### config.mk
export PLATFORM = sky130hd
export DESIGN_NAME = mem_wb_stage
export DESIGN_NICKNAME = d
export VERILOG_FILES = /design/src/rtl/mips_defs.sv /design/src/rtl/load_ext.sv /design/src/rtl/mem_wb_stage.sv
export SDC_FILE = /design/constraint.sdc
export NUM_CORES = 1
export LEC_CHECK = 0
export BUFFER_PORTS_ARGS = -buffer_cell sky130_fd_sc_hd__buf_4
export CORE_UTILIZATION = 45
export CTS_CLUSTER_SIZE = 8
export DETAILED_ROUTE_END_ITERATION = 10
export PLACE_DENSITY_LB_ADDON = 0.08
export RECOVER_POWER = 25
export SLEW_MARGIN = 20
export SYNTH_ARGS = -nofsm -noshare
export SYNTH_HDL_FRONTEND = slang
export SYNTH_SLANG_ARGS = --single-unit
### constraint.sdc
create_clock -name clk -period 2 [get_ports clk]
set_input_delay 0.1 -clock clk [delete_from_list [all_inputs] [get_ports clk]]
set_output_delay 0.1 -clock clk [all_outputs]
set_load 0.02 [all_outputs]
### src/rtl/mips_defs.sv
// Shared MIPS core definitions: opcodes, writeback-select codes and load types.
package mips_defs;

  localparam logic [5:0] LW  = 6'b100011;
  localparam logic [5:0] LB  = 6'b100000;
  localparam logic [5:0] LBU = 6'b100100;
  localparam logic [5:0] LH  = 6'b100001;
  localparam logic [5:0] LHU = 6'b100101;
  localparam logic [5:0] SW  = 6'b101011;
  localparam logic [5:0] SB  = 6'b101000;
  localparam logic [5:0] SH  = 6'b101001;
  localparam logic [5:0] JAL = 6'b000011;

  localparam logic [1:0] WBSEL_ALU = 2'd0;
  localparam logic [1:0] WBSEL_MEM = 2'd1;
  localparam logic [1:0] WBSEL_PC8 = 2'd2;

  typedef enum logic [2:0] {LD_W, LD_B, LD_BU, LD_H, LD_HU} ld_type_e;

  // Unknown opcodes on the load path fall back to a full-word load.
  function automatic ld_type_e decode_load(input logic [5:0] op);
    case (op)
      LB:      return LD_B;
      LBU:     return LD_BU;
      LH:      return LD_H;
      LHU:     return LD_HU;
      default: return LD_W;
    endcase
  endfunction

endpackage

### src/rtl/load_ext.sv
// Combinational load-lane extraction and alignment check for a 32-bit DM word.
module load_ext
  import mips_defs::*;
(
  input  ld_type_e    ld_type_i,
  input  logic [1:0]  addr_i,
  input  logic [31:0] word_i,
  output logic [31:0] data_o,
  output logic        misaligned_o
);

  logic [7:0]  byte_sel;
  logic [15:0] half_sel;

  always_comb begin
    byte_sel     = word_i[{addr_i, 3'b000} +: 8];
    half_sel     = addr_i[1] ? word_i[31:16] : word_i[15:0];
    data_o       = word_i;
    misaligned_o = 1'b0;
    case (ld_type_i)
      LD_B:  data_o = {{24{byte_sel[7]}}, byte_sel};
      LD_BU: data_o = {24'h0, byte_sel};
      LD_H: begin
        data_o       = {{16{half_sel[15]}}, half_sel};
        misaligned_o = addr_i[0];
      end
      LD_HU: begin
        data_o       = {16'h0, half_sel};
        misaligned_o = addr_i[0];
      end
      default: misaligned_o = (addr_i != 2'b00);
    endcase
  end

endmodule

### src/rtl/mem_wb_stage.sv
// MEM->WB pipeline register: load extraction, writeback mux and GRF write control.
module mem_wb_stage
  import mips_defs::*;
#(
  parameter int          WIDTH    = 32,
  parameter logic [31:0] RESET_PC = 32'h0000_3000
) (
  input  logic             clk,
  input  logic             rst,
  input  logic             stall,
  input  logic             flush,
  input  logic             valid_m,
  input  logic [WIDTH-1:0] pc_m,
  input  logic [WIDTH-1:0] instr_m,
  input  logic [WIDTH-1:0] alu_out_m,
  input  logic [WIDTH-1:0] dm_rdata_m,
  input  logic             regwrite_m,
  input  logic [4:0]       dst_m,
  input  logic [1:0]       wbsel_m,
  output logic             valid_w,
  output logic [WIDTH-1:0] pc_w,
  output logic             regwrite_w,
  output logic [4:0]       dst_w,
  output logic [WIDTH-1:0] wdata_w,
  output logic             addr_exc_w
);

  logic             valid_q, valid_d;
  logic [WIDTH-1:0] pc_q, pc_d;
  logic             regwrite_q, regwrite_d;
  logic [4:0]       dst_q, dst_d;
  logic [WIDTH-1:0] wdata_q, wdata_d;
  logic             addr_exc_q, addr_exc_d;

  logic [31:0] ld_data;
  logic        ld_misaligned;
  logic        misaligned;
  logic        unused_instr;

  assign unused_instr = ^instr_m[25:0];

  load_ext u_load_ext (
    .ld_type_i    (decode_load(instr_m[31:26])),
    .addr_i       (alu_out_m[1:0]),
    .word_i       (dm_rdata_m),
    .data_o       (ld_data),
    .misaligned_o (ld_misaligned)
  );

  assign misaligned = (wbsel_m == WBSEL_MEM) && ld_misaligned;

  // An invalid MEM instruction captures as a bubble but still carries its pc.
  always_comb begin
    valid_d    = 1'b0;
    pc_d       = pc_m;
    regwrite_d = 1'b0;
    dst_d      = 5'd0;
    wdata_d    = '0;
    addr_exc_d = 1'b0;
    if (valid_m) begin
      valid_d    = 1'b1;
      dst_d      = dst_m;
      addr_exc_d = misaligned;
      regwrite_d = regwrite_m && (dst_m != 5'd0) && !misaligned;
      case (wbsel_m)
        WBSEL_MEM: wdata_d = ld_data;
        WBSEL_PC8: wdata_d = pc_m + 32'd8;
        default:   wdata_d = alu_out_m;
      endcase
    end
  end

  always_ff @(posedge clk) begin
    if (!rst) begin
      valid_q    <= 1'b0;
      pc_q       <= RESET_PC;
      regwrite_q <= 1'b0;
      dst_q      <= 5'd0;
      wdata_q    <= '0;
      addr_exc_q <= 1'b0;
    end else if (flush) begin
      valid_q    <= 1'b0;
      pc_q       <= pc_m;
      regwrite_q <= 1'b0;
      dst_q      <= 5'd0;
      wdata_q    <= '0;
      addr_exc_q <= 1'b0;
    end else if (!stall) begin
      valid_q    <= valid_d;
      pc_q       <= pc_d;
      regwrite_q <= regwrite_d;
      dst_q      <= dst_d;
      wdata_q    <= wdata_d;
      addr_exc_q <= addr_exc_d;
    end
  end

  assign valid_w    = valid_q;
  assign pc_w       = pc_q;
  assign regwrite_w = regwrite_q;
  assign dst_w      = dst_q;
  assign wdata_w    = wdata_q;
  assign addr_exc_w = addr_exc_q;

endmodule

==> qor.tcl <==
set qor(result_of_the_run) {complete, no violations}
set qor(chipWidth_microns) 102.4
set qor(min_period_over_period_pct) 78.77
set qor(timing.critical_path.arrival_ps) 1870
set qor(relSlewSlack_pct) 65.20
set qor(drt_drc_violations_left) 0
set qor(cts.sink_count) 72
set qor(routed-via-count) 5238
set qor(rsz0062_at_grt) {no}
set qor(routed-wl-met2_mm) 7.625
set qor(post_cts_resized) 0
set qor(ctsHtreeMaxLevel) 3
set qor(cp.buffers_inverters) 2
set qor(critical_path.reg2reg.startpoint) {wdata_w[31]$_SDFFE_PP0N_}
set qor(max-cap-violations) 0
set qor(detail_route.wl_per_cell_microns) 17.95
set qor(cts_made_buffers) 9
set qor(p_seq_share_pct) 40.4
set qor(setup_tns_ps) 0
set qor(gr-total-overflow) 0
set qor(synth_enable_flop_cells) 0
set qor(comb_power_share_pct) 24.1
set qor(cell_chosen_for_the_clock_root) {clkbuf_8}
set qor(timing.final.setup_violations) 0
set qor(ant_nets) 0
set qor(crit_path_max_fanout) 3
set qor(drt-vias-per-instance) 5.788
set qor(wl_met1_mm) 6.971
set qor(die_area_sq_um) 10480
set qor(tritoncts) {built}
set qor(numPortBuffers) 186
set qor(synth_async_sr_flop_share_pct) 0
set qor(hold_path_startpoint) {pc_m[12]}
set qor(drc_marker_count_from_the_first_detailed_route_iteration) 240
set qor(antennaDiodeCount) 0
set qor(fin_crit_ps) 1575
set qor(cp-startpoint) {pc_m[28]}
set qor(ff2ff_path_depth) 4
set qor(synth_top_cell_area_share_pct) 31.81
set qor(synth.ff_latch_count) 72
set qor(worstPathRequired_ps) 2290
set qor(yosys.area.top_type) {dfxtp_1}
set qor(placementRows) 36
set qor(detail_placement_hpwl_mm) 12.31
set qor(cts_setup_buffers) 0
set qor(worstMarginPinSlew_ps) 521.0
set qor(place_congestion) 0.8941
set qor(leakage_nw) 2.529
set qor(drv_slew) 0
set qor(io-pin-count) 213
set qor(nNetsFinal) 911
set qor(min_delay_worst_type) {in2reg}
set qor(worst_clock_skew_ps) 0
set qor(clock_latency_ps) 360
set qor(clkPwrFrac_pct) 35.5
set qor(yosysSeqAreaShare_pct) 31.81
set qor(worst_setup_hold_path_clk_slew_ps) 90
set qor(slowest_delay_ps) 520
set qor(die_y_microns) 102.4
set qor(post_synth_main_area_contributors) {dfxtp_1, nand2_1, a21boi_0}
set qor(met3_wirelength_mm) 1.261
set qor(p_switching_mw) 1.137
set qor(path_delay_family) {buffers and inverters}
set qor(dr.pass1.iters) 5
set qor(p_int_mw) 2.635
set qor(category_of_the_most_critical_setup_path) {in2reg}
set qor(drive_gt1_share_pct) 26.17
set qor(whs_path_depth) 3
set qor(rr_endpoint) {wdata_w[31]$_SDFFE_PP0N_}
set qor(grtUsageTotal_pct) 31.40
set qor(power_switching_share_pct) 30.15
set qor(instances_no_fill) 905
set qor(cp_launch_type) {primary input}
set qor(post_synth_num_cell_types) 59
set qor(avgSynthCellArea_sq_um) 7.707
set qor(grt_pass1_vias) 4759
set qor(slowest_stage) {dlygate4sd3_1}
set qor(clockBufferDepth) 2
set qor(synthesis.nets) 732
set qor(finalHoldViolations) 0
set qor(fmax_ghz) 0.6348
set qor(std_cell_core_area_sq_um) 9774
set qor(pwr_density_cell_nw_per_um2) 606.4
set qor(largest_net_degree_at_the_start_of_global_routing) 42
set qor(synth.yosys.warnings) 0
set qor(cp_cell_sequence) {dlygate4sd3_1 -> buf_4 -> and4_1 -> nor4b_1 -> mux2_1 -> a31oi_1}
set qor(routed.top_layer) {met4}
set qor(finish.utilization_pct) 63.65
set qor(post-place-cells) 883
set qor(whs_endpoint) {pc_w[12]$_SDFFE_PN1P_}
set qor(yosys_most_used_dff) {dfxtp_1}
set qor(global_route_wire_length_before_repair_mm) 24.74
set qor(syn-cell-area_sq_um) 4532
set qor(r2r_slack_ps) 1020
set qor(grt_antenna_before_repair) 0
set qor(routed_wl_mm) 16.24
set qor(timing.critical_path.to_type) {register}
set qor(area_delta_synth_final_pct) 37.27
set qor(netlist_instances) 588
set qor(initial_core_util_pct) 46.36
set qor(peakVddDrop_v) 0.0004893
-- cell type report --
cell class,instances,area (sq um)
repair buffers,211,1471
clock buffers,12,145.1
multi-input cells,467,2898
fillers,937,3553
well taps,133,166.4
inverters,6,22.52
flip-flops and latches,72,1441
clock inverters,4,76.32
-- metal layers --
layer / up-vias / track usage (%)
met1: 2441 / 42.09
met5: - / 0
met4: 0 / 10.33
met2: 258 / 49.72
li1: 2512 / -
met3: 27 / 7.319
-- repair_timing --
item,in CTS,in global routing
hold buffers,6,0
endpoints found under the setup margin,0,0
hold endpoints to repair,6,0
-- per-stage QoR --
| stage | hold slack, ps | power (mW) | instance area (sq um) | setup WS (ps) |
|---|---|---|---|---|
| detailed placement | 351.3 | 2.474 | 6067 | 258.1 |
| global route | 4.944 | 3.939 | 6221 | 309.5 |
| finish | 13.21 | 3.772 | 6221 | 424.6 |
| global placement | 342.5 | 2.458 | 6067 | 273.3 |
| floorplan | 224.3 | 2.018 | 4532 | 496.5 |
| CTS | 2.426 | 3.803 | 6349 | 455.7 |
-- power groups by stage --
| stage | clock (mW) | sequential [mW] | combinational (mW) |
|---|---|---|---|
| after floorplan | 0 | 1.63 | 0.392 |
| after global placement | 0 | 1.56 | 0.902 |
| after detailed placement | 0 | 1.56 | 0.916 |
| after CTS | 1.35 | 1.53 | 0.927 |
| after global routing | 1.42 | 1.53 | 0.986 |
| final | 1.34 | 1.53 | 0.909 |
-- cell usage in the layout (no fill, tap or decap), types with 6 or more instances in the layout --
cell	instances
nor2b_1	10
nand4_1	7
o21ai_1	21
mux2i_1	8
o221ai_1	11
nor2_1	18
a221oi_1	11
a21boi_0	30
xnor2_1	10
a22oi_1	7
nand2_1	135
dfxtp_1	72
dlygate4sd3_1	6
or3_1	7
clkbuf_8	10
nand2b_1	8
a2bb2oi_1	7
buf_4	171
o21ai_0	29
a31oi_1	11
nand3_1	17
xor2_1	8
a21oi_1	18
a211oi_1	8
nor4_1	10
clkbuf_1	36
mux4_2	6
o22ai_1	7
-- kinds of logic (layout without fill, tap and decap cells) --
kind of cell | Yosys count | count (layout) | share of synthesized area (%)
multiplexers | 18 | 18 | 5.743
buffers and inverters | 49 | 233 | 4.500
AND/OR/NAND/NOR | 241 | 241 | 25.40
adder cells (fa/ha/maj) | 3 | 3 | 0.8284
flip-flops | 72 | 72 | 31.81
XOR/XNOR | 18 | 18 | 3.479
AO/OA/AOI/OAI | 187 | 187 | 28.24
-- worst max-delay path by stage --
stage	end	cells after the start
2_1_floorplan	wdata_w[5]$_SDFFE_PP0N_	6
4_1_cts	wdata_w[29]$_SDFFE_PP0N_	6
5_1_grt	wdata_w[29]$_SDFFE_PP0N_	6
3_5_place_dp	wdata_w[29]$_SDFFE_PP0N_	7
3_3_place_gp	wdata_w[17]$_SDFFE_PP0N_	7
6_report	wdata_w[29]$_SDFFE_PP0N_	6
-- tightest hold or removal path, cell delays in order --
cell	delay, ps
buf_4	110
nand2_1	50
nand3_1	70
-- cells in the mapped netlist, types with 4 or more instances --
cell       count
o21ai_1       21
nand2b_1       8
clkbuf_1      32
o31a_1         4
a21boi_0      30
xor2_1         8
nand2_1      135
and3_1         5
a211oi_1       8
a21oi_1       18
nor3_1         4
mux4_2         6
nor4_1        10
a221oi_1      11
mux2_1         4
mux2i_1        8
or3_1          7
o211ai_1       5
a22oi_1        7
a32oi_1        4
a31oi_1       11
nand4_1        7
dfxtp_1       72
buf_2          7
nand3_1       17
o22ai_1        7
o21a_1         4
a2bb2oi_1      7
o21ai_0       29
nor2b_1       11
xnor2_1       10
nor2_1        18
o221ai_1      11
-- registers in the layout (all words and copies together) (netlist names) --
name and count:
dst_w 5, wdata_w 32, regwrite_w 1, pc_w 32, addr_exc_w 1, valid_w 1
(Power assumes the default switching activity.)
